--- src/rtl/shift_add_multiplier.sv ---
// Sequential unsigned NxN radix-2 shift-and-add multiplier around one ripple_adder.
// Optional build macro ZERO_SKIP_EN: zero operands complete without entering RUN.

module ripple_adder #(
    parameter int N = 16
) (
    input  logic [N-1:0] a,
    input  logic [N-1:0] b,
    input  logic         c_in,
    output logic [N-1:0] sum,
    output logic         c_out
);
    logic [N:0] carry;

    always_comb begin
        carry[0] = c_in;
        for (int i = 0; i < N; i++) begin
            sum[i]       = a[i] ^ b[i] ^ carry[i];
            carry[i + 1] = (a[i] & b[i]) | (carry[i] & (a[i] ^ b[i]));
        end
        c_out = carry[N];
    end
endmodule

module shift_add_multiplier #(
    parameter int N = 16
) (
    input  logic           clk,
    input  logic           rst,
    input  logic           start,
    input  logic [N-1:0]   a,
    input  logic [N-1:0]   b,
    output logic           busy,
    output logic           done,
    output logic [2*N-1:0] product
);
    localparam int CW = $clog2(N + 1);

    typedef enum logic [1:0] {IDLE, RUN, DONE} state_t;

    state_t        state;
    state_t        state_next;
    logic [N-1:0]  mcand;
    logic [N-1:0]  hi;
    logic [N-1:0]  lo;
    logic [N-1:0]  addend;
    logic [N-1:0]  sum;
    logic          c_out;
    logic [CW-1:0] cnt;
    logic          accept;
    logic          last_step;
    logic          zero_op;

    assign addend = lo[0] ? mcand : '0;

    ripple_adder #(.N(N)) u_adder (
        .a    (hi),
        .b    (addend),
        .c_in (1'b0),
        .sum  (sum),
        .c_out(c_out)
    );

    assign accept    = (state != RUN) && start;
    assign last_step = (state == RUN) && (cnt == CW'(N - 1));

`ifdef ZERO_SKIP_EN
    assign zero_op = (a == '0) || (b == '0);
`else
    assign zero_op = 1'b0;
`endif

    always_ff @(posedge clk or posedge rst) begin
        if (rst) begin
            state <= IDLE;
        end else begin
            state <= state_next;
        end
    end

    always_comb begin
        state_next = state;
        busy       = 1'b0;
        done       = 1'b0;
        unique case (state)
            IDLE: begin
                if (start) state_next = zero_op ? DONE : RUN;
            end
            RUN: begin
                busy = 1'b1;
                if (cnt == CW'(N - 1)) state_next = DONE;
            end
            DONE: begin
                done = 1'b1;
                if (start) state_next = zero_op ? DONE : RUN;
                else       state_next = IDLE;
            end
            default: state_next = IDLE;
        endcase
    end

    // The adder's carry-out becomes the top bit of the shifted partial product, so nothing is lost.
    always_ff @(posedge clk or posedge rst) begin
        if (rst) begin
            mcand   <= '0;
            hi      <= '0;
            lo      <= '0;
            cnt     <= '0;
            product <= '0;
        end else if (accept) begin
            mcand <= a;
            lo    <= b;
            hi    <= '0;
            cnt   <= '0;
            if (zero_op) product <= '0;
        end else if (state == RUN) begin
            {hi, lo} <= {c_out, sum, lo[N-1:1]};
            cnt      <= cnt + 1'b1;
            if (last_step) product <= {c_out, sum, lo[N-1:1]};
        end
    end
endmodule
--- config.mk ---
export PLATFORM = sky130hd
export DESIGN_NAME = shift_add_multiplier
export DESIGN_NICKNAME = d
export VERILOG_FILES = /design/src/rtl/shift_add_multiplier.sv
export SDC_FILE = /design/constraint.sdc
export NUM_CORES = 1
export LEC_CHECK = 0
export CAP_MARGIN = 10
export CORE_AREA = 2 2 90 92
export DETAILED_ROUTE_END_ITERATION = 8
export DIE_AREA = 0 0 92 94
export GPL_ROUTABILITY_DRIVEN = 0
export PLACE_DENSITY = 0.81
export SETUP_SLACK_MARGIN = 0.4
export SYNTH_ARGS = -nofsm -noshare
export SYNTH_HDL_FRONTEND = slang
export SYNTH_HIERARCHICAL = 1
export SYNTH_SLANG_ARGS = --single-unit
--- constraint.sdc ---
create_clock -name clk -period 11.52 [get_ports clk]
set_input_delay 2.304 -clock clk [delete_from_list [all_inputs] [get_ports clk]]
set_output_delay 2.304 -clock clk [all_outputs]
set_load 0.02 [all_outputs]
==> results_dict.tcl <==
set metrics [dict create \
    mostFrequentLayoutCells "dfrtp_1, clkdlybuf4s50_1, nand2_1" \
    fp.dieH_um 94 \
    synthCells 318 \
    start_util_pct 53.5 \
    reg2regPathDepth 23 \
    drv_slew 0 \
    syn_nets 371 \
    fill_cells 580 \
    avgSynthCellArea_um2 12.8 \
    dp_hpwl_mm 4.76 \
    synth_area_um2 4070 \
    yosys.area.top_type_share_pct 53.5 \
    cts_setup_buffers 0 \
    grt_max_degree 88 \
    root_buffer "clkbuf_8" \
    crit_type "flip-flop to flip-flop" \
    nets 435 \
    max_freq_ghz 0.137 \
    yosysTopAreaCell "dfrtp_1" \
    antenna_cells 0 \
    clk_latency_ns 0.37 \
    status "completed" \
    min_path_cells 2 \
    seq_area_frac_synth_pct 53.5 \
    crit_arrival_ns 7.57 \
    final_core_util_pct 65.4 \
    overflow 0 \
    viasPerCell 5.07 \
    slew_headroom_pct 28.4 \
    cts_made_buffers 9 \
    grt_first_pass_wirelength_mm 12.6 \
    hp-start "lo[8]$_DFFE_PP0P_" \
    ys_ff_latch 87 \
    finalClockSkew_ns 0.0177 \
    ys_top_cells_by_area "dfrtp_1, mux2_4, fa_1, mux2_2, nand2_1" \
    drc_errors 0 \
    hold_slack_ns 0.505 \
    power.density_nw_per_um2 257 \
    grt.busiest_layer "met2" \
    antenna_found_initial 0 \
    die_w_um 92 \
    power.total_mw 1.28 \
    setup-violations-final 0 \
    cp.required_ns 11.79 \
    tritoncts "yes" \
    drt_iter0_drc 120 \
    wl_mm 7.24 \
    crit_path_max_fanout 17 \
    holdPathEnd "lo[7]$_DFFE_PP0P_" \
    clockBufferDepth 2 \
    numPortBuffers 68 \
    postCtsHoldBufs 0 \
    start_kind "flip-flop" \
    wl_per_cell_um 14.8 \
    yosysWarnings 6 \
    drt-pass1-iter-count 4 \
    r2r-start "lo[0]$_DFFE_PP0P_" \
    clk_pin_slew_ns 0.11 \
    design.core.area_um2 7610 \
    ioPinCount 69 \
    grt_pass1_vias 2688 \
    hold_viol_final 0 \
    crit_start "lo[0]$_DFFE_PP0P_" \
    hp-class "flip-flop to flip-flop" \
    htreeDepth 3 \
    r2r_end "hi[14]$_DFFE_PP0P_" \
    fp.dieArea_um2 8650 \
    critPathCaptureType "flip-flop" \
    grt_usage_pct 19.0 \
    rsz0062_at_grt "no" \
    ir_drop_uv 122 \
    leakagePower_nw 2.38 \
    min_period_ns 7.30 \
    drv_cap 0 \
    synth.distinct_cells 28 \
    r2r_slack_ns 4.22 \
    ant_nets 0 \
    setup_tns_ns 0 \
    cts_sinks 87 \
    grt_use_met1_pct 24.8 \
    fin_area_um2 4980 \
    ctsResizeCount 0 \
    syn_to_final_growth_pct 22.2 \
    groute.layer.met3.usage_pct 4.65 \
    period_share_pct 63.4 \
    place_area_um2 4790 \
    drive_gt1_share_pct 18.1 \
    mostFrequentLayoutCell "dfrtp_1" \
    vias 2478 \
    grt_util_met2_pct 30.9 \
    worst-slew-pin-transition_ns 1.07 \
    rows 32 \
]
-- per-layer routing --
layer	vias up	routed length, um
li1	1177	-
met3	9	300
met2	57	3550
met5	-	0
met1	1235	3290
met4	0	105
-- synthesized netlist by cell type --
cell      number
nand3b_1       1
a21oi_1        1
xnor2_1        1
nand3_1        3
mux2_4        29
nand2b_1       1
conb_1         1
buf_2          2
clkinv_4       1
fa_1          16
and3_1         1
nor2_1         1
dfrtp_1       87
buf_4          3
o22ai_1        1
a22o_1         1
nand2_1       50
nor2b_1        1
o21ai_0       35
buf_6          4
mux2_2        19
clkbuf_1       8
mux2i_1       16
nand2_4        2
ha_1           2
xor2_1         1
and2_1        16
inv_1         14
-- power by group --
part           internal [mW]  switching, mW  leakage (nW)
clock network         0.0829          0.119        0.0927
registers              0.442         0.0918          1.08
logic                  0.283          0.261          1.21
total                  0.808          0.472          2.38
-- registers in the layout, indices dropped and copies added, names as in the netlist --
name / cells
cnt: 5
mcand: 16
product: 32
state: 2
lo: 16
hi: 16
-- cells by family (layout without fill, tap and decap cells) --
group / count (synthesis) / in the layout / share of synthesized area [%]
xor+xnor: 2 / 2 / 0.430
fa+ha+maj: 18 / 18 / 8.48
flops: 87 / 87 / 53.5
compound gates: 38 / 38 / 4.79
buf+inv: 32 / 101 / 4.15
mux: 64 / 64 / 19.9
simple gates: 76 / 76 / 8.73
other cells: 1 / 1 / 0.0921
-- final cells by class --
cell class | instances | area (um^2) | share of cell area [%]
clock buffer | 9 | 124 | 2.49
clock inverter | 7 | 62.6 | 1.26
inverter | 15 | 62.6 | 1.26
multi-input combinational | 199 | 1730 | 34.7
sequential | 87 | 2180 | 43.8
tap | 102 | 128 | 2.56
timing repair buffer | 70 | 696 | 14.0
-- how the worst max path moves through the flow --
stage / to / depth (start not counted)
global placement: hi[14]$_DFFE_PP0P_ / 23
CTS: hi[14]$_DFFE_PP0P_ / 23
floorplan: product[30]$_DFFE_PP0P_ / 22
global route: hi[14]$_DFFE_PP0P_ / 23
finish: hi[14]$_DFFE_PP0P_ / 23
detailed placement: hi[14]$_DFFE_PP0P_ / 23
-- worst max-delay path, stage by stage, from the launching register on --
cell and delay, ns:
dfrtp_1 0.54, and2_1 0.26, fa_1 0.38, inv_1 0.08, fa_1 0.17, inv_1 0.05
fa_1 0.38, fa_1 0.38, fa_1 0.39, fa_1 0.39, fa_1 0.39, fa_1 0.40
fa_1 0.40, fa_1 0.41, fa_1 0.40, fa_1 0.40, fa_1 0.39, fa_1 0.39
fa_1 0.37, inv_1 0.07, fa_1 0.40, inv_1 0.08, nand2_1 0.04, o21ai_0 0.08
-- per-stage QoR --
stage	setup slack, ns	instances
after global placement	4.36	473
after global routing	3.92	489
after detailed placement	4.23	473
after CTS	4.22	489
after floorplan	4.70	318
final	4.22	489
Note: power is estimated with default switching activity, not from simulation.
